### config.mk
export PLATFORM = sky130hd
export DESIGN_NAME = kb_fifo_ctrl
export DESIGN_NICKNAME = d
export VERILOG_FILES = /design/src/rtl/kb_fifo_ctrl.sv
export SDC_FILE = /design/constraint.sdc
export NUM_CORES = 1
export LEC_CHECK = 0
export ABC_AREA = 1
export BUFFER_PORTS_ARGS = -buffer_cell sky130_fd_sc_hd__buf_2
export CAP_MARGIN = 20
export CORE_MARGIN = 2
export CORE_UTILIZATION = 40
export DETAILED_ROUTE_END_ITERATION = 8
export GPL_TIMING_DRIVEN = 0
export PLACE_DENSITY = 0.59
export SKIP_LAST_GASP = 1
export SLEW_MARGIN = 25
export SYNTH_ARGS = -nofsm -noshare
export SYNTH_HDL_FRONTEND = slang
export SYNTH_SLANG_ARGS = --single-unit
### constraint.sdc
create_clock -name clk_i -period 3 [get_ports clk_i]
set_input_delay 0.6 -clock clk_i [delete_from_list [all_inputs] [get_ports clk_i]]
set_output_delay 0.6 -clock clk_i [all_outputs]
set_load 0.02 [all_outputs]
### src/rtl/kb_fifo_ctrl.sv
// kb_fifo_ctrl: bus-slave keyboard controller.
// Scan codes from the keyboard scanner are queued in a small FIFO so that bursts
// survive until the CPU reads them. Software sees four word registers:
//   0 STATUS, 1 DATA (pop), 2 CTRL (ie / flush / ovf clear), 3 THRESH.
// A bus access starts on any edge where cs_i is high and ack_o is low. All side
// effects happen on that start edge. ack_o is a one-cycle pulse, and dat_o is
// registered and holds its value until the next read.
// int_o is a registered level: ie && (count >= thresh || ovf).

module kb_fifo_ctrl #(
    parameter int DATA_W     = 8,
    parameter int FIFO_DEPTH = 16,
    parameter int CNT_W      = $clog2(FIFO_DEPTH) + 1
) (
    input  logic              clk_i,
    input  logic              rst_ni,
    input  logic              cs_i,
    input  logic              we_i,
    input  logic [31:0]       adr_i,
    input  logic [31:0]       dat_i,
    output logic [31:0]       dat_o,
    output logic              ack_o,
    output logic              int_o,
    input  logic [DATA_W-1:0] data,
    input  logic              ready
);

    localparam int               PTR_W   = $clog2(FIFO_DEPTH);
    localparam logic [CNT_W-1:0] DEPTH_C = CNT_W'(FIFO_DEPTH);
    localparam logic [CNT_W-1:0] CNT_ONE = CNT_W'(1);
    localparam logic [PTR_W-1:0] PTR_ONE = PTR_W'(1);

    typedef enum logic [1:0] {
        REG_STATUS = 2'd0,
        REG_DATA   = 2'd1,
        REG_CTRL   = 2'd2,
        REG_THRESH = 2'd3
    } reg_addr_e;

    // ------------------------------------------------------------------
    // Storage and state
    // ------------------------------------------------------------------
    logic [DATA_W-1:0] mem [FIFO_DEPTH];
    logic [PTR_W-1:0]  wr_ptr;
    logic [PTR_W-1:0]  rd_ptr;
    logic [CNT_W-1:0]  count;
    logic              ovf;
    logic              ie;
    logic [CNT_W-1:0]  thresh;

    // ------------------------------------------------------------------
    // Bus decode
    // ------------------------------------------------------------------
    reg_addr_e reg_sel;
    logic      acc_start;
    logic      rd_acc;
    logic      wr_acc;
    logic      ctrl_wr;
    logic      thresh_wr_en;

    assign reg_sel      = reg_addr_e'(adr_i[3:2]);
    assign acc_start    = cs_i & ~ack_o;
    assign rd_acc       = acc_start & ~we_i;
    assign wr_acc       = acc_start & we_i;
    assign ctrl_wr      = wr_acc && (reg_sel == REG_CTRL);
    assign thresh_wr_en = wr_acc && (reg_sel == REG_THRESH);

    // Address bits outside [3:2] and the undefined data bits are ignored.
    logic unused_bits;
    assign unused_bits = ^{adr_i[31:4], adr_i[1:0], dat_i[31:3]};

    // ------------------------------------------------------------------
    // FIFO control
    // ------------------------------------------------------------------
    logic fifo_empty;
    logic fifo_full;
    logic pop;
    logic flush;
    logic ovf_clr;
    logic push;
    logic ovf_set;

    assign fifo_empty = (count == '0);
    assign fifo_full  = (count == DEPTH_C);
    assign pop        = rd_acc && (reg_sel == REG_DATA) && !fifo_empty;
    assign flush      = ctrl_wr && dat_i[1];
    assign ovf_clr    = ctrl_wr && dat_i[2];
    // A pop on the same edge frees a slot, so a full FIFO still accepts the code.
    // A flush on the same edge discards the code without flagging overflow.
    assign push       = ready && !flush && (!fifo_full || pop);
    assign ovf_set    = ready && !flush && fifo_full && !pop;

    // ------------------------------------------------------------------
    // Next-state values (int_o is computed from these post-update values)
    // ------------------------------------------------------------------
    logic [CNT_W-1:0] count_next;
    logic             ovf_next;
    logic             ie_next;
    logic [CNT_W-1:0] thresh_next;
    logic [CNT_W-1:0] thresh_wdata;

    assign thresh_wdata = dat_i[CNT_W-1:0];
    // A new overflow on the same edge as a clear wins.
    assign ovf_next     = ovf_set | (ovf & ~ovf_clr);
    assign ie_next      = ctrl_wr ? dat_i[0] : ie;

    // Occupancy, threshold and interrupt-enable updates for this edge.
    // NOTE: every signal assigned in a combinational block gets a default first,
    // so no path leaves it unassigned and no latch is inferred.
    always_comb begin
        count_next  = count;
        thresh_next = thresh;

        if (flush) begin
            count_next = '0;
        end else if (push && !pop) begin
            count_next = count + CNT_ONE;
        end else if (pop && !push) begin
            count_next = count - CNT_ONE;
        end

        if (thresh_wr_en) begin
            if (thresh_wdata == '0) begin
                thresh_next = CNT_ONE;
            end else if (thresh_wdata > DEPTH_C) begin
                thresh_next = DEPTH_C;
            end else begin
                thresh_next = thresh_wdata;
            end
        end
    end

    // ------------------------------------------------------------------
    // Read data: reflects state before this edge's updates
    // ------------------------------------------------------------------
    logic [31:0] rd_data;
    logic [31:0] count_ext;

    assign count_ext = 32'(count);

    // Select the read word for the addressed register.
    always_comb begin
        rd_data = '0;
        unique case (reg_sel)
            REG_STATUS: begin
                rd_data[0]    = !fifo_empty;
                rd_data[1]    = fifo_full;
                rd_data[2]    = ovf;
                rd_data[3]    = ie;
                rd_data[15:8] = count_ext[7:0];
            end
            REG_DATA: begin
                if (!fifo_empty) begin
                    rd_data[31]         = 1'b1;
                    rd_data[DATA_W-1:0] = mem[rd_ptr];
                end
            end
            REG_CTRL: begin
                rd_data[0] = ie;
            end
            REG_THRESH: begin
                rd_data = 32'(thresh);
            end
            default: begin
                rd_data = '0;
            end
        endcase
    end

    // ------------------------------------------------------------------
    // Sequential state
    // ------------------------------------------------------------------

    // Pointers, occupancy, flags, bus handshake and interrupt register.
    // NOTE: sequential state uses non-blocking assignments so every register
    // samples the pre-edge values, independent of statement order.
    always_ff @(posedge clk_i or negedge rst_ni) begin
        if (!rst_ni) begin
            wr_ptr <= '0;
            rd_ptr <= '0;
            count  <= '0;
            ovf    <= 1'b0;
            ie     <= 1'b0;
            thresh <= CNT_ONE;
            dat_o  <= '0;
            ack_o  <= 1'b0;
            int_o  <= 1'b0;
        end else begin
            if (push) begin
                wr_ptr <= wr_ptr + PTR_ONE;
            end

            if (flush) begin
                rd_ptr <= wr_ptr;
            end else if (pop) begin
                rd_ptr <= rd_ptr + PTR_ONE;
            end

            count  <= count_next;
            ovf    <= ovf_next;
            ie     <= ie_next;
            thresh <= thresh_next;

            ack_o <= acc_start;
            if (rd_acc) begin
                dat_o <= rd_data;
            end

            int_o <= ie_next && ((count_next >= thresh_next) || ovf_next);
        end
    end

    // FIFO storage write port.
    // NOTE: the storage array has no reset; its contents are only observable
    // through count/rd_ptr, which are reset, so stale entries are never read.
    always_ff @(posedge clk_i) begin
        if (push) begin
            mem[wr_ptr] <= data;
        end
    end

    // ------------------------------------------------------------------
    // Simulation-only invariants
    // ------------------------------------------------------------------
    a_count_range: assert property (@(posedge clk_i) disable iff (!rst_ni)
        count <= DEPTH_C);

    a_ack_pulse: assert property (@(posedge clk_i) disable iff (!rst_ni)
        ack_o |=> !ack_o);

    a_thresh_range: assert property (@(posedge clk_i) disable iff (!rst_ni)
        (thresh >= CNT_ONE) && (thresh <= DEPTH_C));

endmodule

== Word level (Yosys, flattened, before mapping) ==
Memory sizes are Yosys's and may differ from the RTL's.
Cells that the tools add are included.
Storage, ports and cells
  word-level logic and storage cells: 70
  memories kept: 1
  memory bits (writable): 128
  input bits: 77
  bits in registers: 39
  output and inout bits: 34
Memories
  mem: words 16, width 8, read ports 1, clocked after Yosys merged registers in 0, wr ports 1, line 43  | logic [DATA_W-1:0] mem [FIFO_DEPTH];
Operators by class
  order comparisons: 2
  eq/ne operators: 4
  bitwise operators: 8
  add/subtract/negate cells: 4
  reductions and logical operators: 24
  multiplexer cells: 18
Operators by type and width (count)
  two-way mux 5 bit: 7
  logical AND 1 bit: 13
  zero test 5 bit: 2
  one-hot mux 3 bit (3 select lines): 1
  adder 4 x 1 -> 4 bit, second input constant: 2
  two-way mux 4 bit: 2
  two-way mux 8 bit: 1
  one-hot mux 4 bit (2 select lines): 1
  adder 5 x 1 -> 5 bit, second input constant: 1
  == test 5 bit, second input constant: 1
  greater-or-equal comparator 5 bit: 1
  greater-than comparator 5 bit, second input constant: 1
  zero test 1 bit: 5
  two-way mux 1 bit: 5
  subtractor 5 x 1 -> 5 bit, second input constant: 1
  bitwise AND 1 bit: 4
  == test 2 bit, second input constant: 2
  one-hot mux 1 bit (4 select lines): 1
  NOT 1 bit: 3
  == test 2 x 1 -> 1 bit, second input constant: 1
  zero test 2 bit: 1
  logical OR 1 bit: 2
  nonzero test 2 bit: 1
  OR 1 bit: 1

== Longest topological paths before layout ==
Gate-level depths: netlist of the first run.
  word-level depth: 16
  depth in mapped cells: 17

== Worst setup path after synthesis of the first run ==
OpenSTA, ideal clock, no wires.
  path kind: input port to flip-flop
  start: input port cs_i
  end: register int_o
  slack: 510 ps
  library setup time: 120 ps
  arrival: 2370 ps
  stages on the path: 13
  path buffers: 0
  path through: inv_1 nor3_4 nand2_1 nor2_4 nand2_4 o21ai_0 a21oi_1 ha_1 a21oi_1 o21a_1 o211ai_1 o21ai_0 inv_1
On the way
  longest elaborated chain between the ends: 15
RTL lines
  start, declared: line 17  | input logic cs_i,
  bitwise AND 1 bit (*): line 62  | assign acc_start = cs_i & ~ack_o;
  bitwise AND 1 bit: line 64  | assign wr_acc = acc_start & we_i;
  logical AND 1 bit: line 65  | assign ctrl_wr = wr_acc && (reg_sel == REG_CTRL);
  logical AND 1 bit: line 86  | assign flush = ctrl_wr && dat_i[1];
  zero test 1 bit: line 90  | assign push = ready && !flush && (!fifo_full || pop);
  logical AND 1 bit (2 in series): line 90
  zero test 1 bit: line 118  | end else if (pop && !push) begin
  logical AND 1 bit: line 118
  two-way mux 5 bit: line 118
  two-way mux 5 bit: line 116  | end else if (push && !pop) begin
  two-way mux 5 bit (*): line 114  | if (flush) begin
  via count_next[4]: line 96  | logic [CNT_W-1:0] count_next;
  greater-or-equal comparator 5 bit (*): line 209  | int_o <= ie_next && ((count_next >= thresh_next) || ovf_next);
  logical OR 1 bit (*): line 209
  logical AND 1 bit (*): line 209
  end signal, assigned: line 209
  end, declared: line 23  | output logic int_o,
The timed path passes the listed nets; every way through them passes the cells marked *.
A chain may end at the register's enable or synchronous reset.

== Final worst setup path of the first run ==
  start: register count[0]
  end: memory mem[12][5] (enable)
On the way
  longest elaborated chain between the ends: 7
RTL lines
  start, declared: line 46  | logic [CNT_W-1:0] count;
  start signal, assigned: line 199  | count <= count_next;
  zero test 5 bit: line 83  | assign fifo_empty = (count == '0);
  zero test 1 bit
  logical AND 1 bit: line 85  | assign pop = rd_acc && (reg_sel == REG_DATA) && !fifo_empty;
  logical OR 1 bit (*): line 90
  logical AND 1 bit (*): line 90
  two-way mux 1 bit (*): line 217  | if (push) begin
  two-way mux 1 bit (not written as such) (*): line 218  | mem[wr_ptr] <= data;
  end, declared: line 43
Every way passes the cells marked *; elsewhere a longest branch is shown, timed or not.

==> metrics list, run 1 <==
- Hold is met by about 0.26 ns.
* CORE AREA: between 0.015 and 0.02 mm2
* Final-stage net count: between 900 and 1000
* Top-level port count: about 110
* Last weighted congestion value of the routability-driven placer: 0.824
- Crit path top cell by count: nand2_1
- Distinct cells, synth: 37
- For the finished layout, the period the worst path requires is roughly 2.8 ns.
- Worst reg2reg endpoint: mem[12][5]$_DFFE_PP_
- Total power after layout: approximately 7.7 mW
- The critical path contains buffers and inverters numbering 2 combined.
- Summing every instance area after synthesis gives 0.00751 mm2.
- After clock tree synthesis, the clock-pin slew on the worst setup and hold paths is ~0.07 ns.
* Warnings, synthesis: 0
- Of the cells placed in the final design, the portion with a size suffix greater than 1 is 14.2%.
* Post-synthesis sequential element count: between 150 and 200
* Ant diodes: 0
* Peak supply drop: between 0.0004 and 0.0005 V
- For this run the aggregate overflow at the end of global routing stands at 0.
* Latest clock arrival within the worst-skew pair: approximately 0.43 ns
- The share of total power dissipated in the clock network is slightly below 30%.
* Final count of pins violating max slew: 0
- CTS built an H-tree with a depth of 4.
- The number of antenna violations at the first check in global routing came to 0.
- The routed design uses roughly 8000 um of met2 wire.
* Hold-fix buffer count after cts: 0
* Worst setup timing slack at the placement stage: -0.0453 ns
- Worst Skew: about 0.0084 ns
- Clk Tree Root Cell: clkbuf_16
- Net switching is ~37% of the power.
- Dividing total power by cell area gives a power density of 884 mW/mm2.
- For this block, the routed nets add up to approximately 18000 um of wire.
* Drt wl/cell: roughly 17 um
- Path type of the worst min-delay path: in -> async
- Total count of hold-check failures in the final report: 0
- Counting along the longest clock path gives a buffer depth of 2.
* Wire length of the first global-routing pass: 27600 um
* Detailed-route wire length on metal 1: slightly below 8000 um
- Setup repair after global routing left no endpoint under its margin.
- Tightest Pin Transition: 0.980 ns
- Signal routing reaches up to met4.
- Peak fanout along the critical path: 9
* Outcome: finished, final reports clean
- Post-route setup TNS: 0 ns
* Number of gates on the worst path with buffers counted: 11
- Worst path cell trace: inv_1 -> ha_1 -> nand2_1 -> nor2_1 -> nand2_1 -> nand3_4 -> nand2_1 -> inv_2 -> nor2_8 -> nand2_1 -> nor2_1
- Sequential share of power: a little under two fifths
- Arrival time of data at the critical path endpoint: about 2.8 ns
- The internal power of the cells totals between 4 and 5 mW.
- The worst pin sits at a relative slew slack of 34.4%.
* Vertical extent of the die: 141 um
- Via density per instance: approximately 5
- TritonCTS built the clock tree.
* Leading cell types in the layout, fill and taps excluded: nand2_1, edfxtp_1, inv_1
- By area the synthesized netlist is led by edfxtp_1, dfrtp_1, nand2_1, nand3_1, inv_1.
- Die W: about 140 um
- The synthesized design spends more area on one cell type than any other, namely edfxtp_1.
- For the worst flop-to-flop path, the logic depth is 11.
- DRT Pass-1 Iters: 5
- Entering global routing, the biggest net connects 37 pins.
- Crit-path leading delay family: simple AND/OR/NAND/NOR gates
- Synth-to-Final Area Change: 15.5%
* Switching pwr: 2.86 mW
- A synthesized cell averages about 10 um2.
- For this run, design rule violations remaining after detail routing come to 0.
* Routed Antenna Nets: 0
- Slowest cell on crit path: nor2_1
- TritonCTS created 17 clock buffers.
* Leakage component of the power: 3.75 nW
- Once detailed placement completed, the half-perimeter wirelength came to approximately 12000 um.
- Final Worst Setup Slack: roughly 0.24 ns
* Kind of capture point of the worst setup path: register
* Cells after synthesis: 744
- Type of the setup path with the least slack: reg -> reg
* Minimum setup slack among reg-to-reg paths: 0.24 ns
- Count of buffers from port buffering: 35
* Met3 routed wirelength: approximately 1300 um
- Power share of the combinational group: between 30% and 40%
* Critical Path RT: between 3 and 4 ns
- Maximum clock frequency: roughly 0.36 GHz
- The share of the Yosys chip area taken by registers is a little over three fifths.
* Area share of the leading cell type in the synthesized netlist: 51.2%
- Setup violations remaining at the end of the flow were counted as 0.
- Floorplan row count: 50
- The initial utilization of the core area, before any placement, comes to between 40 and 50%.
* Total via count in the routed design: roughly 5300
- Stage delay of the slowest cell on the critical path: 0.78 ns
- Total number of clock tree sinks: ~160
* Post-route core utilization: a little under half
- Reg-to-reg critical path startpoint: count[0]$_DFF_PN0_
* Die area: 0.0199 mm2
* GRT Util Overall: approximately a fifth
- The worst setup path is launched from a register.
- Via count of the first global-routing pass: between 5000 and 6000
* DR iter-0 viols: 409
- Leaving out fill and tap cells, the most frequent cell in the layout is nand2_1.
- Fin crit share: 91.8%
* Count of maximum capacitance violations: 0
-- layout make-up --
cell class              count  area [um2]
fillers                  1741        9910
flip-flops and latches    164        4750
multi-input cells         459        2230
clock buffers              18         429
inverters                  91         342
well taps                 234         293
plain buffers              47         262
repair buffers             39         205
clock inverters            14         166
-- what timing repair did --
action	CTS	global route
endpoints found under the hold margin	0	0
gates resized for setup	0	3
endpoints found under the setup margin	0	9
buffers inserted	0	4
-- worst register-to-register path, stage by stage (launching register included) --
cell and delay [ns]:
dfrtp_1 0.39, inv_1 0.10, ha_1 0.25, nand2_1 0.08, nor2_1 0.04, nand2_1 0.12
nand3_4 0.13, nand2_1 0.11, inv_2 0.07, nor2_8 0.14, nand2_1 0.17, nor2_1 0.78
-- power groups by stage --
stage / Combinational [mW] / Sequential [mW] / Clock (mW)
2_1_floorplan: 1.63 / 3.00 / 0
3_3_place_gp: 2.45 / 2.97 / 0
6_report: 2.51 / 2.92 / 2.23
5_1_grt: 2.82 / 2.95 / 2.36
4_1_cts: 2.49 / 2.92 / 2.25
3_5_place_dp: 2.47 / 2.97 / 0
-- logic make-up after synthesis --
kind of cell | Yosys count | synth area share [%]
AND/OR/NAND/NOR | 347 | 19.9
flip-flops | 164 | 63.2
buffers and inverters | 138 | 8.03
AO/OA/AOI/OAI | 73 | 5.75
adder cells (fa/ha/maj) | 12 | 2.00
XOR/XNOR | 9 | 1.05
other | 1 | 0.0500
-- per-layer routing --
layer	track usage (%)	up-vias
met2	29.3	196
met3	4.79	30
li1	-	2585
met4	6.79	0
met1	25.2	2496
met5	0	-
-- flip-flops by register name, indices dropped and copies added (netlist names) --
signal,flops
ie,1
ack_o,1
thresh,5
mem,128
dat_o,14
int_o,1
ovf,1
rd_ptr,4
count,5
wr_ptr,4
-- cells in the mapped netlist --
cell type / n
a21oi_1: 5
a22oi_1: 1
a31oi_1: 1
buf_1: 2
buf_2: 13
buf_4: 18
clkbuf_1: 13
clkbuf_2: 1
clkinv_1: 2
conb_1: 1
dfrtp_1: 35
dfstp_2: 1
edfxtp_1: 128
ha_1: 12
inv_1: 85
inv_2: 4
nand2_1: 192
nand2_2: 1
nand2_4: 2
nand3_1: 76
nand3_4: 2
nand4_1: 4
nor2_1: 65
nor2_2: 1
nor2_4: 1
nor2_8: 1
nor3_1: 1
nor3_4: 1
o211ai_1: 13
o21a_1: 1
o21ai_0: 38
o21ai_1: 1
o221ai_1: 2
o22ai_1: 6
o31ai_1: 5
xnor2_1: 2
xor2_1: 7
-- through the flow --
step / area [um2] / cells
6_report: 8670 / 1066
5_1_grt: 8670 / 1066
4_1_cts: 8630 / 1062
3_3_place_gp: 8040 / 1030
3_5_place_dp: 8040 / 1030
2_1_floorplan: 7570 / 761
-- worst max path at each step --
stage | from | end | slack (ns)
after detailed placement | we_i | int_o$_DFF_PN0_ | -0.05
after CTS | count[0]$_DFF_PN0_ | mem[13][5]$_DFFE_PP_ | 0.18
final | count[0]$_DFF_PN0_ | mem[12][5]$_DFFE_PP_ | 0.24
after global placement | we_i | int_o$_DFF_PN0_ | -0.01
after floorplan | cs_i | int_o$_DFF_PN0_ | 0.51
after global routing | count[0]$_DFF_PN0_ | int_o$_DFF_PN0_ | 0.01
Power figures use the tool's default switching activity.
==> run 2: changes to the inputs <==
- CORE_UTILIZATION: 40 -> 50
- PLACE_DENSITY: 0.59 -> 0.71
==> run 2 against run 1 <==
Against the previous run:
- clock skew decreased by 0.00083 ns
- routed wire length decreased by 3.5%
- sequential cell count is the same
- critical path type unchanged
- largest cell class unchanged
==> metrics list, run 2 (same netlist as run 1, synthesis figures left out) <==
* Number of flip-flops under the largest register name: approximately 130
- Clk Tree Root Cell: clkbuf_16
- Leading cell types in the layout, fill and taps excluded: nand2_1, edfxtp_1, inv_1
- The first global-routing pass estimated 26700 um of wire.
* Num CTS Buffers: 17
- Entering global routing, the biggest net connects 37 pins.
- TritonCTS clock tree: done
* Clock transition at path regs: about 0.06 ns
- The worst setup path is launched from a register.
- Combined buffer and inverter count along the critical path: 2
- Timing would allow up to 0.367 GHz.
- The count of final max-slew check failures is 0.
- The routed design uses just over 8000 um of met2 wire.
* Peak supply drop: 0.000455 V
- Most flop-heavy register: mem
- Stage delay of the slowest cell on the critical path: about 0.74 ns
* Type of the setup path with the least slack: reg -> reg
* Power share of the combinational group: 33.1%
- The clock passes through at most 2 buffers.
* Relative contribution of the clock network to total power: 28.0%
* Path type of the worst min-delay path: in -> async
* Count of maximum capacitance violations: 0
- Detailed-route wire length on metal 1: slightly above 7000 um
- Timing analysis after detailed placement gives a worst setup slack of -0.0262 ns.
- Power density relative to cell area: slightly below 900 mW/mm2
- Overall overflow remaining after global route: 0
- Critical Path RT: ~3.1 ns
* Via count of the first global-routing pass: 5066
- For this block, the routed nets add up to between 15000 and 20000 um of wire.
- DR iter-0 viols: approximately 490
- Outcome: finished, final reports clean
* Leading cell type in the layout, fill and taps excluded: nand2_1
- Summed over all nets, the half-perimeter wirelength after detailed placement is 11700 um.
* Die area: between 0.015 and 0.02 mm2
- After floorplanning, the core was divided into 44 placement rows.
* Top flop regs: mem x128, dat_o x14
- Synth-to-Final Area Change: 14.3%
* Leakage component of the power: 3.73 nW
* Final setup violation count: 0
* Hold_ws: between 0.2 and 0.3 ns
- At the end of routability-driven placement, the weighted congestion stood at around 0.92.
- Crit path top cell by count: nand2_1
* Total count of hold-check failures in the final report: 0
- Slowest cell on crit path: nor2_1
- The die is roughly 130 um wide.
* Arrival time of data at the critical path endpoint: between 2 and 3 ns
* Peak fanout along the critical path: 9
- Sequential cells burn a little under 40% of the power.
- Latest clock arrival within the worst-skew pair: about 0.43 ns
- Global routing consumed, over all layers together, 22.0% of the routing resources.
* H-tree levels: 4
- Worst path cell trace: inv_1 -> ha_1 -> nand2_1 -> nor2_1 -> nand2_1 -> nand3_4 -> nand2_1 -> inv_2 -> nor2_8 -> nand2_1 -> nor2_1
- Count of buffers from port buffering: 35
* DRT Pass-1 Iters: 6
* Logic depth of the worst register-to-register path: 11
* Top-level port count: 111
* Tightest Pin Transition: ~0.97 ns
- Internal power component: about 4.8 mW
* Total power after layout: roughly 7.5 mW
- Number of DRC violations after detailed routing: 0
- The smallest clock period supported by the final layout is computed as about 2.7 ns.
- Sw Ratio: 36.7%
* Minimum setup slack among reg-to-reg paths: between 0.2 and 0.3 ns
- The number of placed instances, taps included, is 980.
- The clock drives around 160 sinks.
- Uppermost layer routed: met4
* Slew headroom: between 30% and 40%
- Once the floorplan was initialized, standard cells occupied between 50 and 60% of the core.
- Placed standard-cell area: approximately 0.008 mm2
- Switching pwr: between 2 and 3 mW
- Ant diodes: 0
- Post-route standard cell area excluding fillers: 0.00858 mm2
- Fraction of layout instances using a drive strength above 1: roughly 14%
* Reg-to-reg critical path startpoint: count[0]$_DFF_PN0_
- RSZ-0062 raised after global routing: false
- The worst path uses about nine tenths of the clock period.
* Crit-path leading delay family: simple AND/OR/NAND/NOR gates
* Final-stage net count: a little over 900
* Via density per instance: ~5.3
* Final Worst Setup Slack: between 0.2 and 0.3 ns
- Drt wl/cell: between 15 and 20 um
* Number of antenna violations at the first check in global routing: 0
* Routed Antenna Nets: 0
* Vertical extent of the die: ~130 um
- On the final layout, the worst clock skew is roughly 0.0076 ns.
* Worst reg2reg endpoint: mem[5][5]$_DFFE_PP_
- Met3 routed wirelength: approximately 1400 um
- Total via count in the routed design: about 5400
- The finished layout holds roughly 1000 standard cells, fillers aside.
- The core region is 0.0146 mm2.
* Kind of capture point of the worst setup path: register
run 2: layout make-up:
cell class | count | area, um2
buffer | 47 | 262
multi-input combinational | 459 | 2230
sequential | 164 | 4750
clock inverter | 13 | 133
clock buffer | 18 | 429
tap | 184 | 230
fill | 1201 | 6010
inverter | 91 | 342
timing repair buffer | 40 | 213
run 2: layer usage:
| metal | GRT usage (%) | up-vias |
|---|---|---|
| met5 | 0 | - |
| met4 | 8.86 | 0 |
| met3 | 4.77 | 35 |
| met2 | 35.6 | 235 |
| met1 | 29.3 | 2523 |
| li1 | - | 2584 |
run 2: power by group through the flow:
stage	clock network [mW]	logic, mW	registers, mW
floorplan	0	1.63	3.00
global placement	0	2.35	2.96
detailed placement	0	2.43	2.97
CTS	2.13	2.45	2.92
global route	2.22	2.74	2.96
finish	2.11	2.49	2.93
run 2: stage by stage:
step	utilization, %	TNS (ns)
final	58.8	0
after detailed placement	54.7	-0.0262
after CTS	58.5	0
after global routing	58.8	0
after floorplan	-	0
after global placement	54.7	0
run 2: worst max-delay path by stage:
stage | from | endpoint | slack (ns) | cells after the start
floorplan | cs_i | int_o$_DFF_PN0_ | 0.51 | 13
global placement | we_i | int_o$_DFF_PN0_ | 0.07 | 16
detailed placement | we_i | int_o$_DFF_PN0_ | -0.03 | 16
CTS | count[0]$_DFF_PN0_ | int_o$_DFF_PN0_ | 0.20 | 17
global route | count[0]$_DFF_PN0_ | int_o$_DFF_PN0_ | 0.02 | 17
finish | count[0]$_DFF_PN0_ | mem[5][5]$_DFFE_PP_ | 0.27 | 11
run 2: repair_timing:
item,4_1_cts,5_1_grt
buffers inserted,0,5
hold buffers,0,0
setup endpoints to repair,0,1
gates resized for setup,0,2
